### config.mk
export PLATFORM = sky130hd
export DESIGN_NAME = mem_stage
export DESIGN_NICKNAME = d
export VERILOG_FILES = /design/src/rtl/mem_pkg.sv /design/src/rtl/load_align.sv /design/src/rtl/mem_stage.sv
export SDC_FILE = /design/constraint.sdc
export NUM_CORES = 1
export LEC_CHECK = 0
export ABC_AREA = 1
export CAP_MARGIN = 20
export CORE_AREA = 3 3 110 112
export CTS_BUF_LIST = sky130_fd_sc_hd__clkbuf_8
export CTS_CLUSTER_DIAMETER = 100
export DETAILED_ROUTE_END_ITERATION = 8
export DIE_AREA = 0 0 113 115
export DONT_BUFFER_PORTS = 1
export HOLD_SLACK_MARGIN = 0.02
export SETUP_SLACK_MARGIN = 0.5
export SLEW_MARGIN = 20
export SYNTH_ARGS = -nofsm -noshare
export SYNTH_HDL_FRONTEND = slang
export SYNTH_HIERARCHICAL = 1
export SYNTH_SLANG_ARGS = --single-unit
### constraint.sdc
create_clock -name clk -period 4.8 [get_ports clk]
set_input_delay 0.72 -clock clk [delete_from_list [all_inputs] [get_ports clk]]
set_output_delay 0.72 -clock clk [all_outputs]
set_load 0.05 [all_outputs]
### src/rtl/mem_pkg.sv
`default_nettype none
// ============================================================================
// Module      : mem_pkg
// Description : Shared encodings for the RV32I memory stage: ResultSrc
//               selects, load/store funct3 codes, FSM state codes and the
//               alignment check helper.
// Revision    : 1.0 - initial release
// ============================================================================
package mem_pkg;

  // Write-back source select (ResultSrcM). 2'b11 falls back to the ALU path.
  localparam logic [1:0] RS_ALU  = 2'b00;
  localparam logic [1:0] RS_LOAD = 2'b01;
  localparam logic [1:0] RS_PC4  = 2'b10;

  // Access size / sign codes (funct3M).
  localparam logic [2:0] F3_B  = 3'b000;
  localparam logic [2:0] F3_H  = 3'b001;
  localparam logic [2:0] F3_W  = 3'b010;
  localparam logic [2:0] F3_BU = 3'b100;
  localparam logic [2:0] F3_HU = 3'b101;

  // Memory-access FSM states.
  localparam logic [0:0] ST_IDLE = 1'b0;
  localparam logic [0:0] ST_BUSY = 1'b1;

  // size = funct3[1:0]: 00 byte, 01 half, 1x word (011/110/111 included).
  function automatic logic is_misaligned(input logic [1:0] size,
                                         input logic [1:0] addr_lo);
    logic mis;
    mis = 1'b0;
    if (size == 2'b01) begin
      mis = addr_lo[0];
    end else if (size[1]) begin
      mis = (addr_lo != 2'b00);
    end
    return mis;
  endfunction

endpackage
`default_nettype wire

### src/rtl/load_align.sv
`default_nettype none
// ============================================================================
// Module      : load_align
// Description : Combinational load-data aligner. Picks the addressed byte or
//               halfword out of the read word and sign/zero-extends it; word
//               accesses pass the full word through.
// Revision    : 1.0 - initial release
// Ports       : funct3   in  3   access size/sign
//               addr_lo  in  2   byte offset within the word
//               rdata    in  32  raw read word
//               ld_data  out 32  extended load value
// ============================================================================
module load_align
  import mem_pkg::*;
(
  input  logic [2:0]  funct3,
  input  logic [1:0]  addr_lo,
  input  logic [31:0] rdata,
  output logic [31:0] ld_data
);

  logic [7:0]  byte_sel;
  logic [15:0] half_sel;

  always_comb begin
    case (addr_lo)
      2'b00:   byte_sel = rdata[7:0];
      2'b01:   byte_sel = rdata[15:8];
      2'b10:   byte_sel = rdata[23:16];
      default: byte_sel = rdata[31:24];
    endcase
    half_sel = addr_lo[1] ? rdata[31:16] : rdata[15:0];
  end

  always_comb begin
    case (funct3)
      F3_B:    ld_data = {{24{byte_sel[7]}}, byte_sel};
      F3_BU:   ld_data = {24'h000000, byte_sel};
      F3_H:    ld_data = {{16{half_sel[15]}}, half_sel};
      F3_HU:   ld_data = {16'h0000, half_sel};
      default: ld_data = rdata;
    endcase
  end

endmodule
`default_nettype wire

### src/rtl/mem_stage.sv
`default_nettype none
// ============================================================================
// Module      : mem_stage
// Description : RV32I MEM stage. Drives a req/ready data-memory bus with
//               byte enables, aligns load data, flags misaligned accesses and
//               bus timeouts, and holds the MEM/WB write-back register.
// Revision    : 1.0 - initial release
// Ports       : clk, rst (sync, active-low)
//               EX/MEM in : ALUResultM, WriteDataM, ImmExtM, PCPlus4M, RdM,
//                           funct3M, RegWriteM, MemWriteM, loadimm_selM,
//                           ResultSrcM
//               bus        : dmem_req/we/addr/wdata/be out, dmem_ready/rdata in
//               status out : stallM, misalignM, bus_errM
//               MEM/WB out : RegWriteW, RdW, ResultW
// ============================================================================
module mem_stage
  import mem_pkg::*;
#(
  parameter int TIMEOUT_CYCLES = 16,
  parameter int CNT_W          = 5
) (
  input  logic        clk,
  input  logic        rst,
  input  logic [31:0] ALUResultM,
  input  logic [31:0] WriteDataM,
  input  logic [31:0] ImmExtM,
  input  logic [31:0] PCPlus4M,
  input  logic [4:0]  RdM,
  input  logic [2:0]  funct3M,
  input  logic        RegWriteM,
  input  logic        MemWriteM,
  input  logic        loadimm_selM,
  input  logic [1:0]  ResultSrcM,
  output logic        dmem_req,
  output logic        dmem_we,
  output logic [31:0] dmem_addr,
  output logic [31:0] dmem_wdata,
  output logic [3:0]  dmem_be,
  input  logic        dmem_ready,
  input  logic [31:0] dmem_rdata,
  output logic        stallM,
  output logic        misalignM,
  output logic        bus_errM,
  output logic        RegWriteW,
  output logic [4:0]  RdW,
  output logic [31:0] ResultW
);

  localparam logic [CNT_W-1:0] CNT_LAST = CNT_W'(TIMEOUT_CYCLES - 1);

  logic [0:0]       state_q, state_d;
  logic [CNT_W-1:0] cnt_q, cnt_d;
  logic             reg_write_w_q, reg_write_w_d;
  logic [4:0]       rd_w_q, rd_w_d;
  logic [31:0]      result_w_q, result_w_d;

  logic        access;
  logic        misaligned;
  logic        req;
  logic        stall;
  logic        mis_pulse;
  logic        berr_pulse;
  logic [31:0] ld_data;
  logic [31:0] alu_val;

  load_align u_load_align (
    .funct3  (funct3M),
    .addr_lo (ALUResultM[1:0]),
    .rdata   (dmem_rdata),
    .ld_data (ld_data)
  );

  assign access     = MemWriteM | (ResultSrcM == RS_LOAD);
  assign misaligned = is_misaligned(funct3M[1:0], ALUResultM[1:0]);
  assign alu_val    = loadimm_selM ? ImmExtM : ALUResultM;

  // Access FSM. The IDLE cycle already issues the request so a zero-wait
  // slave completes without any stall.
  always_comb begin
    state_d    = state_q;
    cnt_d      = cnt_q;
    req        = 1'b0;
    stall      = 1'b0;
    mis_pulse  = 1'b0;
    berr_pulse = 1'b0;
    case (state_q)
      ST_IDLE: begin
        if (access) begin
          if (misaligned) begin
            mis_pulse = 1'b1;
          end else begin
            req = 1'b1;
            if (!dmem_ready) begin
              stall   = 1'b1;
              state_d = ST_BUSY;
              cnt_d   = '0;
            end
          end
        end
      end
      ST_BUSY: begin
        req = 1'b1;
        if (dmem_ready) begin
          state_d = ST_IDLE;
        end else if (cnt_q == CNT_LAST) begin
          berr_pulse = 1'b1;
          state_d    = ST_IDLE;
        end else begin
          cnt_d = cnt_q + CNT_W'(1);
          stall = 1'b1;
        end
      end
      default: begin
        state_d = ST_IDLE;
      end
    endcase
    // Reset also silences the bus and status outputs in the same cycle.
    if (!rst) begin
      state_d    = ST_IDLE;
      cnt_d      = '0;
      req        = 1'b0;
      stall      = 1'b0;
      mis_pulse  = 1'b0;
      berr_pulse = 1'b0;
    end
  end

  // MEM/WB register: a stall inserts a bubble and holds the data fields.
  always_comb begin
    reg_write_w_d = reg_write_w_q;
    rd_w_d        = rd_w_q;
    result_w_d    = result_w_q;
    if (!rst) begin
      reg_write_w_d = 1'b0;
      rd_w_d        = '0;
      result_w_d    = '0;
    end else if (stall) begin
      reg_write_w_d = 1'b0;
    end else begin
      reg_write_w_d = RegWriteM & ~mis_pulse & ~berr_pulse;
      rd_w_d        = RdM;
      case (ResultSrcM)
        RS_LOAD: result_w_d = ld_data;
        RS_PC4:  result_w_d = PCPlus4M;
        default: result_w_d = alu_val;
      endcase
    end
  end

  always_ff @(posedge clk) begin
    state_q       <= state_d;
    cnt_q         <= cnt_d;
    reg_write_w_q <= reg_write_w_d;
    rd_w_q        <= rd_w_d;
    result_w_q    <= result_w_d;
  end

  // Store lane steering; loads always read the whole word.
  always_comb begin
    dmem_be    = 4'b1111;
    dmem_wdata = WriteDataM;
    if (MemWriteM) begin
      case (funct3M[1:0])
        2'b00: begin
          dmem_be    = 4'b0001 << ALUResultM[1:0];
          dmem_wdata = {4{WriteDataM[7:0]}};
        end
        2'b01: begin
          dmem_be    = ALUResultM[1] ? 4'b1100 : 4'b0011;
          dmem_wdata = {2{WriteDataM[15:0]}};
        end
        default: begin
          dmem_be    = 4'b1111;
          dmem_wdata = WriteDataM;
        end
      endcase
    end
  end

  assign dmem_req  = req;
  assign dmem_we   = req & MemWriteM;
  assign dmem_addr = {ALUResultM[31:2], 2'b00};
  assign stallM    = stall;
  assign misalignM = mis_pulse;
  assign bus_errM  = berr_pulse;
  assign RegWriteW = reg_write_w_q;
  assign RdW       = rd_w_q;
  assign ResultW   = result_w_q;

endmodule
`default_nettype wire

* After elaboration in Yosys (flattened, before gate mapping)
Index checks and enable logic that the tools add are counted.
** Word-level totals
- Bits in registers :: 44
- Bits of input ports :: 176
- Output and inout port bits :: 111
** Operators by class
- Add/subtract/negate cells :: 1
- Eq/ne operators :: 14
- Shifts and indexed selects :: 1
- Multiplexer cells :: 37
- Bitwise logic cells :: 8
- Reduce and logical (&&, ||, !) cells :: 6
** Operators by type and width (count)
- $pmux 32 s2 :: 2
- $pmux 32 s4 :: 1
- $mux 32 :: 2
- $mux 5 :: 5
- $pmux 8 s3 :: 1
- $mux 1 :: 19
- $mux 16 :: 1
- $ne 2x2->1 const B :: 5
- $pmux 5 s2 :: 1
- $mux 4 :: 2
- $pmux 4 s2 :: 1
- $eq 2x1->1 const B :: 3
- $eq 3x3->1 const B :: 2
- $add 5x1->5 const B :: 1
- $eq 5x4->1 const B :: 1
- $reduce_and 5->1 :: 1
- $eq 2x2->1 const B :: 2
- $logic_not 2->1 :: 2
- $not 1->1 :: 4
- $pmux 1 s2 :: 2
- $shl 1x2->4 const A :: 1
- $and 1x1->1 :: 3
- $eq 3x1->1 const B :: 1
- $logic_not 3->1 :: 1
- 3 further kinds :: 3

* Depth between registers and ports, before layout
- Word-level depth :: 10
- Gate-level depth with buffers :: 13
- Gate-level depth less buffers :: 12

* Cells and area by module
The synthesis kept the hierarchy.
** By module, submodules not included
- mem_stage :: times used 1, cells each 574, area an instance 3522.1 µm², sequential area each 880.8 µm²
- load_align :: times used 1, cells each 192, area an instance 895.9 µm², sequential area each 0.0 µm²

* Worst setup path after synthesis
OpenSTA, ideal clock, no wires.
- Kind :: in2out
- Start :: in MemWriteM
- End :: out dmem_wdata[20]
- Data arrival time :: 2.401 ns
- Required time :: 4.080 ns
- Setup slack :: 1.679 ns
- Cell stages on the path :: 6
- Path buffers :: 2
- Cell sequence :: buf_4 -> inv_1 -> nor2_2 -> inv_1 -> buf_2 -> o21ai_0
** On the way
- Longest elaborated chain between the ends :: 1
** Ends and longest elaborated chain
- from (decl) :: line mem_stage.sv:31 : input logic MemWriteM,
- $mux 32 :: line mem_stage.sv:162 : if (MemWriteM) begin
- to (decl) :: line mem_stage.sv:37 : output logic [31:0] dmem_wdata,
Every way passes these cells.

* Worst setup path in the final report
Same ends and word-level chain as after synthesis.

==> summary.md <==
| Metric | Value |
|---|---|
| Status | finished, final reports clean |
| Vias | around 4.6k |
| Htree depth | 2 |
| Most used cell along the critical path | inv_1 |
| Slew HR | 33.7% |
| RSZ-0062 raised after global routing | no |
| Reg2reg start | cnt_q[0] |
| Largest net degree at the start of global routing | 39 |
| CTS tree | yes |
| Wirelength per Cell | about 18 um |
| CTS Buf Count | 5 |
| Die ar. | 0.0130 mm^2 |
| Slowest CP cell | o21ai_1 |
| Routed wire length | 15100 um |
| Adder-cell share of the synthesized area | approximately 1.1% |
| Setup bufs post-CTS | 0 |
| Worst min-delay path endpoint | cnt_q[3] |
| Cells after Synth | around 770 |
| Largest family of logic cells by synthesized area | simple AND/OR/NAND/NOR gates |
| Commonest non-fill, non-tap cell in the layout | nand2_1 |
| Tmin final | about 3200 ps |
| Leak | 0.00202 uW |
| CP Max Fanout | 24 |
| Fin Hold WS | ~490 ps |
| GRT Overall Usage | 21.6% |
| Worst setup margin | 1600 ps |
| Worst r2r dst | ResultW[6] |
| Starting DRT DRC Count | 375 |
| Power density over cell area | 277 mW/mm^2 |
| GP Congestion | 0.884 |
| Setup violators final | 0 |
| Total gr overflow | 0 |
| Antenna cells | 0 |
| Dpl cell area | 0.00405 mm^2 |
| Number of I/O pins | between 200 and 300 |
| Peak supply drop | 0.000154 V |
| Slowest stage delay, CP | about 880 ps |
| Max_cap viols | 0 |
| Library cells used by synthesis | 35 |
| Yosys reg bits | 44 |
| Pin slew with the least headroom to its limit | 988 ps |
| Post-CTS Hold Buffers | 0 |
| Antenna violations before repair | 0 |
| Commonest cells after routing, fill and taps aside | nand2_1 (319), nand3_1 (110), dfxtp_1 (44) |
| Simple-Gate Fraction of Synth Area | 48.3% |
| P&R area growth vs syn | -6.26% |
| Place WS | 1630 ps |
| Reg clk slew, reported paths | 80 ps |
| Crit path DAT | 2480 ps |
| Die width | around 110 um |
| Num rows | 39 |
| Hold Path Class | flop to flop |
| Vias in the first global route | between 4k and 5k |
| Min-Delay Path Depth | 2 |
| Hold Fails Final Rpt | 0 |
| DRT Pass-1 Iters | 5 |
| Hpwl dp | 12100 um |
| CTS root buf | clkbuf_8 |
| Mean area per synthesized cell | 5.77 um^2 |
| Clk Latency, worst-skew pair | 300 ps |
| Worst Path Required | about 4100 ps |
| Core area | 0.0113 mm^2 |
| Synth Warn # | 6 |
| Compound-Gate Fraction of Synth Area | 13.0% |
| Flop2flop setup slack | 2670 ps |
| Nets | 874 |
| Max Slew Vio Count | 0 |
| PostCTS Resize Cnt | 0 |
| Sequential area share after synthesis | 19.9% |
| Port Buffers | 0 |
| Mux contribution to synthesized area | 0% |
| Initial Utilization | between 30% and 40% |
| Layout cell share with drive strength beyond 1 | about a tenth |
| Antenna-violating nets left | 0 |
| Crit-path cells | inv_1 > nor2_2 > inv_1 > o21ai_1 |
| Clock buffer depth | 2 |
| Clk sinks | 44 |
| DIE HEIGHT | 115 um |
| Max Freq | 312 MHz |
| Crit share post-route | 66.7% |
| CP Capture Type | output port |
| Crit path kind | primary input to output port |
| Reg2reg path depth | 12 |
| DRC Markers | 0 |
| Synthesized cell area | 0.00442 mm^2 |
| CP startpoint kind | primary input |
| Hold Startpoint | cnt_q[3] |
| First-pass GRT wire length | 22500 um |
| XOR/XNOR share of the synthesized area | 0.198% |
| Fillers | 1300 |
| Sum Neg Setup Slack | 0 ps |
| Clk_skew | around 11 ps |
| Avg Vias per Cell | 5.46 |
| Fin area | approximately 0.0041 mm^2 |
-- registers in the layout (all words and copies together), names as in the netlist --
name,flops
ResultW,32
RdW,5
cnt_q,5
RegWriteW,1
state_q,1
-- where the power goes --
group          internal, uW  switching, uW
logic                  99.5            261
registers               399            138
clock network           115            134
-- cell usage after synthesis --
master	n	area (um^2)
a21oi_1	3	15.0
nor3_1	1	5.00
xnor2_1	1	8.76
o21ai_2	26	228
nor2_4	3	33.8
nand4_1	1	6.26
nor2_2	4	25.0
or2_2	1	6.26
or2_1	1	6.26
o21ai_1	4	20.0
nand2_2	5	31.3
o21ai_0	45	225
dfxtp_1	44	881
buf_1	1	3.75
o211ai_1	3	22.5
inv_2	5	18.8
o22ai_2	1	12.5
nor2_1	41	154
buf_2	11	55.1
inv_1	40	150
nor3_2	1	10.0
ha_1	4	50.1
o22ai_1	8	50.1
nand4_4	1	21.3
buf_6	12	135
nand3_1	110	551
nand3_2	3	30.0
nand2_4	2	22.5
nand3_4	2	35.0
clkbuf_1	15	56.3
nand2_1	319	1200
conb_1	1	3.75
buf_4	45	338
inv_4	1	6.26
clkinv_1	1	3.75
-- cells by family after synthesis --
group,after synthesis
simple gates,495
buf+inv,131
compound gates,90
flops,44
fa+ha+maj,4
xor+xnor,1
other cells,1
-- layout make-up --
cell class / count / area [um^2] / share of cell area [%]
clock inverter: 2 / 11.3 / 0.272
sequential: 44 / 881 / 21.3
multi-input combinational: 592 / 2780 / 67.1
timing repair buffer: 4 / 30.0 / 0.725
clock buffer: 6 / 82.6 / 1.99
tap: 143 / 179 / 4.32
inverter: 47 / 179 / 4.32
-- per-layer routing --
layer / track usage (%) / routed length, um
met1: 28.0 / 6290
met2: 35.3 / 7060
met3: 6.68 / 1580
met4: 4.73 / 151
met5: 0 / 0
-- worst max-delay path by stage --
stage	start	end	slack, ps	cells after the start
4_1_cts	MemWriteM	dmem_wdata[20]	1630	4
6_report	MemWriteM	dmem_wdata[20]	1600	4
3_3_place_gp	MemWriteM	dmem_wdata[19]	1730	4
3_5_place_dp	MemWriteM	dmem_wdata[20]	1630	4
5_1_grt	MemWriteM	dmem_wdata[16]	1400	4
2_1_floorplan	MemWriteM	dmem_wdata[20]	1680	6
-- critical path: cells and delay by family --
kind,cells,cell delay (ps)
AO/OA/AOI/OAI,1,880
buffers and inverters,2,490
AND/OR/NAND/NOR,1,390
-- through the flow --
step	total power, uW	cells	util, %
6_report	1150	838	36.6
5_1_grt	1210	838	36.6
4_1_cts	1150	838	36.6
3_5_place_dp	907	830	35.8
3_3_place_gp	900	830	35.8
2_1_floorplan	953	767	-
Note: power is estimated with default switching activity, not from simulation.
